--- config.mk ---
export PLATFORM = sky130hd
export DESIGN_NAME = signed_div
export DESIGN_NICKNAME = d
export VERILOG_FILES = /design/src/rtl/div_pkg.sv /design/src/rtl/div_core.sv /design/src/rtl/signed_div.sv
export SDC_FILE = /design/constraint.sdc
export NUM_CORES = 1
export LEC_CHECK = 0
export ABC_AREA = 0
export CAP_MARGIN = 0
export CORE_MARGIN = 2
export CORE_UTILIZATION = 30
export CTS_CLUSTER_SIZE = 8
export DETAILED_ROUTE_END_ITERATION = 8
export GPL_ROUTABILITY_DRIVEN = 1
export GPL_TIMING_DRIVEN = 0
export SLEW_MARGIN = 20
export SYNTH_ARGS = -nofsm -noshare
export SYNTH_HDL_FRONTEND = slang
export SYNTH_HIERARCHICAL = 1
export SYNTH_SLANG_ARGS = --single-unit
export TNS_END_PERCENT = 10
--- constraint.sdc ---
create_clock -name clk -period 3.7 [get_ports clk]
set_input_delay 1.11 -clock clk [delete_from_list [all_inputs] [get_ports clk]]
set_output_delay 1.11 -clock clk [all_outputs]
set_load 0.02 [all_outputs]
--- src/rtl/div_pkg.sv ---
// Shared definitions for the signed divider: default widths, FSM states and
// the iteration-counter sizing rule.
package div_pkg;

    localparam int DW_N_DEF = 26;
    localparam int DW_D_DEF = 13;

    typedef enum logic [1:0] {
        IDLE = 2'd0,
        CALC = 2'd1,
        FIX  = 2'd2,
        DONE = 2'd3
    } div_state_e;

    // Counter runs 0..n-1, one step per quotient bit.
    function automatic int cnt_width(input int n);
        return (n <= 1) ? 1 : $clog2(n);
    endfunction

    localparam int CNT_W_DEF = cnt_width(DW_N_DEF);

endpackage

--- src/rtl/div_core.sv ---
// Unsigned restoring divider datapath: one quotient bit per step, MSB first,
// with a DW_D+1-bit partial remainder and its own iteration counter.
module div_core
    import div_pkg::*;
#(
    parameter int DW_N = DW_N_DEF,
    parameter int DW_D = DW_D_DEF
) (
    input  logic            clk,
    input  logic            rst,
    input  logic            i_load,
    input  logic            i_step,
    input  logic [DW_N-1:0] i_dvd,
    input  logic [DW_D-1:0] i_dvs,
    output logic            o_last,
    output logic [DW_N-1:0] o_quot,
    output logic [DW_D-1:0] o_rem
);

    localparam int CW = cnt_width(DW_N);

    logic [DW_N-1:0] r_q;
    logic [DW_D-1:0] r_d;
    logic [DW_D:0]   r_part;
    logic [CW-1:0]   r_cnt;

    logic [DW_D+1:0] w_shift;
    logic [DW_D+1:0] w_diff;
    logic            w_borrow;

    // Extra top bit on the trial subtraction acts as the borrow/sign.
    assign w_shift  = {r_part, r_q[DW_N-1]};
    assign w_diff   = w_shift - {2'b00, r_d};
    assign w_borrow = w_diff[DW_D+1];

    always_ff @(posedge clk or negedge rst) begin
        if (!rst) begin
            r_q    <= '0;
            r_d    <= '0;
            r_part <= '0;
            r_cnt  <= '0;
        end else if (i_load) begin
            r_q    <= i_dvd;
            r_d    <= i_dvs;
            r_part <= '0;
            r_cnt  <= '0;
        end else if (i_step) begin
            r_q    <= {r_q[DW_N-2:0], ~w_borrow};
            r_part <= w_borrow ? w_shift[DW_D:0] : w_diff[DW_D:0];
            r_cnt  <= r_cnt + 1'b1;
        end
    end

    assign o_last = i_step && (r_cnt == CW'(DW_N-1));
    assign o_quot = r_q;
    assign o_rem  = r_part[DW_D-1:0];

endmodule

--- src/rtl/signed_div.sv ---
// Multi-cycle signed divider: magnitudes go through div_core, signs and the
// divide-by-zero / overflow special cases are resolved here.
module signed_div
    import div_pkg::*;
#(
    parameter int DW_N = DW_N_DEF,
    parameter int DW_D = DW_D_DEF
) (
    input  logic                   clk,
    input  logic                   rst,
    input  logic                   start,
    input  logic signed [DW_N-1:0] din1,
    input  logic signed [DW_D-1:0] din2,
    output logic                   busy,
    output logic                   done,
    output logic signed [DW_N-1:0] quot,
    output logic signed [DW_D-1:0] rem,
    output logic                   dz,
    output logic                   ovf
);

    div_state_e r_state, w_next;

    logic            w_load, w_step, w_last;
    logic [DW_N-1:0] w_mag1, w_qmag;
    logic [DW_D-1:0] w_mag2, w_rmag;
    logic            w_is_dz, w_is_ovf;

    logic                   r_qneg, r_rneg, r_is_dz, r_is_ovf;
    logic signed [DW_N-1:0] r_quot;
    logic signed [DW_D-1:0] r_rem;
    logic                   r_dz, r_ovf;

    assign w_mag1   = din1[DW_N-1] ? -din1 : din1;
    assign w_mag2   = din2[DW_D-1] ? -din2 : din2;
    assign w_is_dz  = (din2 == '0);
    assign w_is_ovf = (din1 == {1'b1, {(DW_N-1){1'b0}}}) && (&din2);

    div_core #(.DW_N(DW_N), .DW_D(DW_D)) u_core (
        .clk    (clk),
        .rst    (rst),
        .i_load (w_load),
        .i_step (w_step),
        .i_dvd  (w_mag1),
        .i_dvs  (w_mag2),
        .o_last (w_last),
        .o_quot (w_qmag),
        .o_rem  (w_rmag)
    );

    always_comb begin
        w_next = r_state;
        w_load = 1'b0;
        w_step = 1'b0;
        case (r_state)
            IDLE: if (start) begin
                w_next = CALC;
                w_load = 1'b1;
            end
            CALC: begin
                w_step = 1'b1;
                if (w_last) w_next = FIX;
            end
            FIX:     w_next = DONE;
            DONE:    w_next = IDLE;
            default: w_next = IDLE;
        endcase
    end

    always_ff @(posedge clk or negedge rst) begin
        if (!rst) begin
            r_state  <= IDLE;
            r_qneg   <= 1'b0;
            r_rneg   <= 1'b0;
            r_is_dz  <= 1'b0;
            r_is_ovf <= 1'b0;
            r_quot   <= '0;
            r_rem    <= '0;
            r_dz     <= 1'b0;
            r_ovf    <= 1'b0;
        end else begin
            r_state <= w_next;
            if (w_load) begin
                r_qneg   <= din1[DW_N-1] ^ din2[DW_D-1];
                r_rneg   <= din1[DW_N-1];
                r_is_dz  <= w_is_dz;
                r_is_ovf <= w_is_ovf;
            end
            // Overflow needs no special case: |min| wraps back to min.
            if (r_state == FIX) begin
                r_quot <= r_is_dz ? '0 : (r_qneg ? -w_qmag : w_qmag);
                r_rem  <= r_is_dz ? '0 : (r_rneg ? -w_rmag : w_rmag);
                r_dz   <= r_is_dz;
                r_ovf  <= r_is_ovf;
            end
        end
    end

    assign busy = (r_state != IDLE);
    assign done = (r_state == DONE);
    assign quot = r_quot;
    assign rem  = r_rem;
    assign dz   = r_dz;
    assign ovf  = r_ovf;

endmodule

# After elaboration in Yosys (flattened, before gate mapping)
# Cells that the tools add are included.
# op_classes
n_addsub	6
eq_ne	7
muxes	19
bitwise_logic	2
n_reduce_logical	8
# op_table
operator	count
26-bit two-way mux	5
26-bit negator	2
14-bit two-way mux	3
13-bit two-way mux	3
26-bit == test, second input constant	1
13-bit negator	2
15-bit by 13-bit subtractor with 15-bit output	1
13-bit logical NOT	1
13-bit AND reduction	1
5-bit two-way mux	2
2-bit case mux with 4 select lines	1
5-bit by 1-bit adder with 5-bit output, second input constant	1
5-bit == test, second input constant	1
2-bit == test, second input constant	2
2-bit two-way mux	2
2-bit nonzero test	2
1-bit two-way mux	3
2-bit by 1-bit == test with 1-bit output, second input constant	1
1-bit logical AND	2
2-bit logical NOT	1
2-bit by 1-bit != test with 1-bit output, second input constant	1
2-bit != test, second input constant	1
2-bit AND reduction	1
1-bit inverter	1
1-bit XOR	1
# totals
regBits	105
input_bits	42
output_inout_bits	43
wordCells	55

# Logic depth before layout (Yosys ltp)
# Gate-level depths: netlist of run 1.
# logic_depth
ltp_word	5
depth_mapped	12
ltp_nobuf	11

# By module
# The synthesis of run 1 kept the hierarchy.
# modules_own_cells
module	n_inst	cells_each	area_each_um2	seq_area_each_um2
signed_div	1	389	3502.1	1176.1
div_core	1	363	3415.8	1451.4

# Worst setup path before layout of run 1
# OpenSTA, ideal clock, no wires.
# synth_timing
path_type	in2reg
from	in din1[20]
to	reg u_core.r_q[24] (netlist: u_core/o_quot[24])
setup_ps	83
arrival_ps	2670
required_ps	3617
setup_slack_ps	947
cell_stages	6
n_path_buf	0
cell_sequence	or4_1 > or4_1 > o31ai_1 > xnor2_1 > nand2_1 > o21ai_0
# synth_via
elab_chain_cells	3
# synth_lines
item	line_no	rtl
from (decl)	signed_div.sv:12	input logic signed [DW_N-1:0] din1,
26-bit negator	signed_div.sv:34	assign w_mag1 = din1[DW_N-1] ? -din1 : din1;
26-bit two-way mux	signed_div.sv:34	
via w_mag1[24]	signed_div.sv:25	logic [DW_N-1:0] w_mag1, w_qmag;
26-bit two-way mux	div_core.sv:42	end else if (i_load) begin
to (signal assigned)	div_core.sv:43	r_q <= i_dvd;
to (signal assigned)	div_core.sv:48	r_q <= {r_q[DW_N-2:0], ~w_borrow};
to (decl)	div_core.sv:22	logic [DW_N-1:0] r_q;
# The timed path passes the listed nets, and every way through them passes these cells.
# A chain may end at the register's enable or synchronous reset.

# Worst setup path after layout of run 1
# layout_timing
from	in din1[6]
to	reg u_core.r_q[19] (netlist: u_core/o_quot[19])
# Same word-level chain as after synthesis.

==> flow_metrics.env, run 1 <==
export IMPL_endpoint_kind="flop"
export IMPL_finalWirelength_um=18000
export IMPL_place_ws_ns=0.0569
export IMPL_ys_seq_area_frac=0.380
export IMPL_synth_cells=752
export IMPL_slew_headroom=0.525
export IMPL_drive_above_1_share=0.0599
export IMPL_grt_pass1_wl_um=29400
export IMPL_antenna_found_initial=0
export IMPL_arrival_ns=3.55
export IMPL_place_hpwl_um=14200
export IMPL_start_util=0.306
export IMPL_grt_max_degree=60
export IMPL_port_buffers=83
export IMPL_ys_types=65
export IMPL_crit_buf_inv=1
export IMPL_max_stage_delay_ns=0.63
export IMPL_rrSetupSlack_ns=0.72
export IMPL_dieArea_sq_um=24300
export IMPL_clkSinkCount=105
export IMPL_mostFrequentLayoutCells="dfrtp_1, clkdlybuf4s50_1, nand2_1"
export IMPL_grt_use_total=0.150
export IMPL_worstPathRequired_ns=3.97
export IMPL_syn_to_final_growth_pct=21.6
export IMPL_setup_ws_ns=0.427
export IMPL_crit_chain="clkdlybuf4s50_1 -> nor4_1 -> nand3_1 -> o41ai_1 -> xnor2_1 -> nand2_1 -> o21ai_0"
export IMPL_cap_violations=0
export IMPL_report_power_total_w=0.00821
export IMPL_synth_edf_count=0
export IMPL_cp_top_family="simple AND/OR/NAND/NOR gates"
export IMPL_worstSkewPairLatency_ns=0.35
export IMPL_status="finished, final reports clean"
export IMPL_path_clk_slew_ns=0.07
export IMPL_finalSetupViolCount=0
export IMPL_ir_worst_vdd_uv=285
export IMPL_nNetsFinal=915
export IMPL_post_route_period_util=0.885
export IMPL_hp_class="flop to flop"
export IMPL_finalClockSkew_ns=0.00751
export IMPL_h_tree_depth=3
export IMPL_firstDrtPassIters=5
export IMPL_hold_ws_ns=0.500
export IMPL_cts_resized_gates=0
export IMPL_syn_nets=820
export IMPL_slowest_stage="nor4_1"
export IMPL_cts_hold_buf=0
export IMPL_finalSetupTns_ns=0
export IMPL_drv_slew=0
export IMPL_die_w_um=156
export IMPL_ys_ff_latch=105
export IMPL_yosysWarningCount=6
export IMPL_crit_path_start_kind="input pin"
export IMPL_gp_congestion=0.864
export IMPL_rr_startpoint="u_core/o_quot[25]"
export IMPL_core_area_sq_um=22600
export IMPL_die_h_um=156
export IMPL_num_vias=5757
export IMPL_routed_via_density=5.07
export IMPL_min_from="rem[0]"
export IMPL_utilization=0.372
export IMPL_row_count=55
export IMPL_grt_remaining_overflow=0
export IMPL_worstSetupStartpoint="din1[6]"
export IMPL_path_class="input pin to flop"
export IMPL_power_density_nw_per_um2=976
export IMPL_critPathMaxFanout=10
export IMPL_cts_buffers=9
export IMPL_drtIter0Drc=357
export IMPL_post_cts_setup_buffer_count=0
export IMPL_leakagePower_nw=3.31
export IMPL_synthFlopType="dfrtp_1"
export IMPL_first_global_vias=5493
export IMPL_synth_area_sq_um=6920
export IMPL_ant_nets=0
export IMPL_root_buffer="clkbuf_16"
export IMPL_final_common_cell="dfrtp_1"
export IMPL_clock_tree_buffer_depth=2
export IMPL_nFillCells=2305
export IMPL_async_reset_ff_frac=1.00
export IMPL_ios=85
export IMPL_avgSynthCellArea_sq_um=9.20
export IMPL_antenna_cells=0
export IMPL_wl_per_cell_um=15.8
export IMPL_tightest_slew_ns=0.712
export IMPL_fin_crit_ns=3.27
export IMPL_rsz0062_at_grt="false"
export IMPL_clock_fmax_ghz=0.306
export IMPL_drc=0
export IMPL_hold_viol=0
export IMPL_cts_tree="yes"
[power breakdown]
group	total (W)	internal [W]	switching [W]
combinational	0.00502	0.00229	0.00273
sequential	0.00226	0.00171	0.000554
clock	0.000929	0.000521	0.000408
total	0.00821	0.00452	0.00369
[cell type report]
cell class | count | area [sq um] | area share
timing repair buffer | 84 | 860 | 0.102
clock buffer | 12 | 236 | 0.0281
sequential | 105 | 2630 | 0.312
buffer | 54 | 262 | 0.0311
inverter | 34 | 128 | 0.0152
multi-input combinational | 559 | 3900 | 0.464
tap | 285 | 357 | 0.0424
clock inverter | 3 | 42.5 | 0.00506
[worst paths after layout]
path                                endpoint  depth (start not counted)
max reg2reg                u_core/r_part[11]                         11
min in group asynchronous           quot[17]                          1
max in group asynchronous   u_core/r_part[0]                          2
max                        u_core/o_quot[19]                          7
min                                   rem[0]                          2
min reg2reg                           rem[0]                          2
[flip-flops by register name, summed over array words and instances, names as in the netlist, 2 cells and up]
signal	cells
u_core/r_d	13
u_core/o_quot	26
r_state	2
quot	26
u_core/r_cnt	5
rem	13
u_core/r_part	14
[metal layers]
metal | wire (um) | share of wire | vias up | GRT usage
li1 | - | - | 2922 | -
met1 | 9590 | 0.53 | 2690 | 0.230
met2 | 7310 | 0.41 | 129 | 0.216
met3 | 911 | 0.051 | 16 | 0.0303
met4 | 191 | 0.011 | 0 | 0.0345
met5 | 0 | 0 | - | 0
[worst register-to-register path, delay by kind of cell, from the launching register on]
kind	cells	cell delay, ns
AOI/OAI and AO/OA	6	1.44
adders and majority gates	2	0.59
buffers and inverters	3	0.41
DFF	1	0.43
[Yosys cell counts, types with 2 or more instances]
cell       instances  area share
a211oi_1          12       0.013
a211oi_2           2      0.0036
a21oi_1           11      0.0080
a21oi_2            2      0.0025
a221oi_1           3      0.0038
a22o_1            23       0.029
a31oi_1            2      0.0018
a32oi_1            6      0.0076
and3_1             4      0.0036
buf_1              5      0.0027
buf_2              2      0.0014
buf_4             13       0.014
clkbuf_1          33       0.018
dfrtp_1          105        0.38
ha_1              25       0.045
inv_1             33       0.018
mux2_2             6      0.0098
mux2i_1           39       0.056
nand2_1           80       0.043
nand2b_1          11      0.0099
nand3_1           14       0.010
nand3b_1           2      0.0022
nand4_1            8      0.0072
nor2_1            37       0.020
nor2b_1            2      0.0018
nor3_1            15       0.011
nor4_1            13       0.012
o2111ai_1          2      0.0025
o211ai_1           4      0.0043
o21a_1             5      0.0054
o21ai_0           60       0.043
o21ai_1            2      0.0014
o2bb2ai_1          3      0.0038
o31ai_1           23       0.025
o41ai_1           17       0.022
or2_2              5      0.0045
or3_1             12       0.011
or4_1             13       0.014
xnor2_1           61       0.077
xor2_1            12       0.015
[stage by stage]
stage	instance area, sq um	std cells
floorplan	6920	752
global placement	8110	1120
detailed placement	8130	1121
CTS	8410	1136
global route	8410	1136
finish	8410	1136
[cells by family after synthesis]
logic type | count (synthesis) | synth area share
and+or+nand+nor | 224 | 0.161
AOI/OAI and AO/OA | 191 | 0.196
muxes | 45 | 0.0662
DFF | 105 | 0.380
xor gates and xnor gates | 73 | 0.0924
adders and majority gates | 26 | 0.0481
buffers and inverters | 88 | 0.0562
Note: power is estimated with default switching activity, not from simulation.
==> run 2: changes to the inputs <==
--- a/config.mk
+++ b/config.mk
@@ -15,2 +15,3 @@
 export GPL_TIMING_DRIVEN = 0
+export PLACE_DENSITY = 0.58
 export SLEW_MARGIN = 20
--- a/constraint.sdc
+++ b/constraint.sdc
@@ -3,2 +3,2 @@
 set_output_delay 1.11 -clock clk [all_outputs]
-set_load 0.02 [all_outputs]
+set_load 0.005 [all_outputs]
==> flow_metrics.env, run 2 (synthesized netlist as in run 1, its figures left out) <==
export IMPL_status="finished, final reports clean"
export IMPL_drc=0
export IMPL_routed_via_density=5.14
export IMPL_first_global_vias=5477
export IMPL_drv_slew=0
export IMPL_port_buffers=83
export IMPL_clkSinkCount=105
export IMPL_row_count=55
export IMPL_core_area_sq_um=22600
export IMPL_stdcell_area_sq_um=8440
export IMPL_crit_path_start_kind="input pin"
export IMPL_wl_per_cell_um=15.9
export IMPL_report_power_total_w=0.00800
export IMPL_path_clk_slew_ns=0.07
export IMPL_tightest_slew_ns=0.746
export IMPL_grtUsageMet2=0.214
export IMPL_finalClockSkew_ns=0.00735
export IMPL_drtIter0Drc=465
export IMPL_path_class="input pin to flop"
export IMPL_finalWirelength_um=18100
export IMPL_cap_violations=0
export IMPL_worstPathRequired_ns=3.96
export IMPL_final_common_cell="dfrtp_1"
export IMPL_gr_usage_met1=0.239
export IMPL_fin_crit_ns=3.21
export IMPL_hold_viol=0
export IMPL_nNetsFinal=915
export IMPL_leakagePower_nw=3.32
export IMPL_arrival_ns=3.47
export IMPL_antenna_cells=0
export IMPL_post_cts_setup_buffer_count=0
export IMPL_endpoint_kind="flop"
export IMPL_num_vias=5840
export IMPL_post_route_period_util=0.867
export IMPL_grt_use_total=0.153
export IMPL_critPathMaxFanout=10
export IMPL_h_tree_depth=3
export IMPL_clock_fmax_ghz=0.312
export IMPL_cts_resized_gates=0
export IMPL_place_ws_ns=0.118
export IMPL_met3_usage=0.0219
export IMPL_setup_ws_ns=0.491
export IMPL_ios=85
export IMPL_placed_area_sq_um=8130
export IMPL_die_h_um=156
export IMPL_start_util=0.306
export IMPL_root_buffer="clkbuf_16"
export IMPL_grt_remaining_overflow=0
export IMPL_syn_to_final_growth_pct=22.0
export IMPL_finalSetupViolCount=0
export IMPL_ant_nets=0
export IMPL_cts_tree="yes"
export IMPL_antenna_found_initial=0
export IMPL_crit_chain="clkdlybuf4s50_1 -> nor4_1 -> nand3_1 -> o41ai_1 -> xnor2_1 -> nand2_1 -> o21ai_0"
export IMPL_power_density_nw_per_um2=947
export IMPL_firstDrtPassIters=5
export IMPL_hp_class="flop to flop"
export IMPL_drive_above_1_share=0.0634
export IMPL_worstSkewPairLatency_ns=0.35
export IMPL_grt_max_degree=59
export IMPL_cts_buffers=9
export IMPL_slew_headroom=0.503
export IMPL_rrSetupSlack_ns=0.69
export IMPL_slowest_stage="nor4_1"
export IMPL_ir_worst_vdd_uv=347
export IMPL_utilization=0.373
export IMPL_nFillCells=2297
export IMPL_clock_tree_buffer_depth=2
export IMPL_grt_pass1_wl_um=29700
export IMPL_dieArea_sq_um=24300
export IMPL_rsz0062_at_grt="false"
export IMPL_gp_congestion=0.837
export IMPL_place_hpwl_um=14300
export IMPL_cts_hold_buf=0
export IMPL_mostFrequentLayoutCells="dfrtp_1, clkdlybuf4s50_1, nand2_1"
export IMPL_die_w_um=156
export IMPL_busiest_layer="met1"
export IMPL_max_stage_delay_ns=0.56
[run 2: cell types whose count changed in the layout (fill, tap and decap cells not counted)]
cell	change
clkinvlp_4	+1
clkbuf_1	-2
inv_6	+2
clkbuf_8	+1
clkinv_2	-1
[run 2: metrics by stage]
step                      setup TNS (ns)  hold slack [ns]  std cells
after floorplan                        0            0.467        752
after global placement           -259.56            0.484       1120
after detailed placement               0            0.493       1121
after CTS                              0            0.510       1137
after global routing                   0            0.531       1137
final                                  0            0.500       1137
[run 2: worst max-delay path: cells and delay by family]
family | cells | cell delay [ns]
buffers and inverters | 1 | 0.50
xor gates and xnor gates | 1 | 0.18
and+or+nand+nor | 3 | 1.07
AOI/OAI and AO/OA | 2 | 0.60
[run 2: path summary, 6_finish.rpt]
kind / endpoint / startpoint / depth (start not counted)
max: u_core/o_quot[19] / din1[6] / 7
min: quot[7] / quot[7] / 2
max reg2reg: u_core/r_part[0] / u_core/o_quot[25] / 10
min reg2reg: quot[7] / quot[7] / 2
max in group asynchronous: u_core/r_part[11] / rst / 2
min in group asynchronous: quot[16] / rst / 1
[run 2: final cells by class]
type / count / area [sq um] / area share
Timing Repair Buffer: 84 / 860 / 0.102
Buffer: 54 / 262 / 0.0310
Clock inverter: 5 / 62.6 / 0.00741
Inverter: 34 / 128 / 0.0151
Sequential cell: 105 / 2630 / 0.311
Clock buffer: 11 / 243 / 0.0288
Tap cell: 285 / 357 / 0.0423
Multi-Input combinational cell: 559 / 3900 / 0.462
[run 2: layer usage]
layer,share of wire,vias to the layer above
met5,0,-
met4,0.011,0
met3,0.048,12
met2,0.40,143
met1,0.54,2759
li1,-,2926
[run 2: where the power goes]
part	total, W	switching [W]	internal, W	leakage, nW
registers	0.00227	0.000566	0.00171	1.30
logic	0.00474	0.00245	0.00228	1.88
clock network	0.000987	0.000439	0.000549	0.143
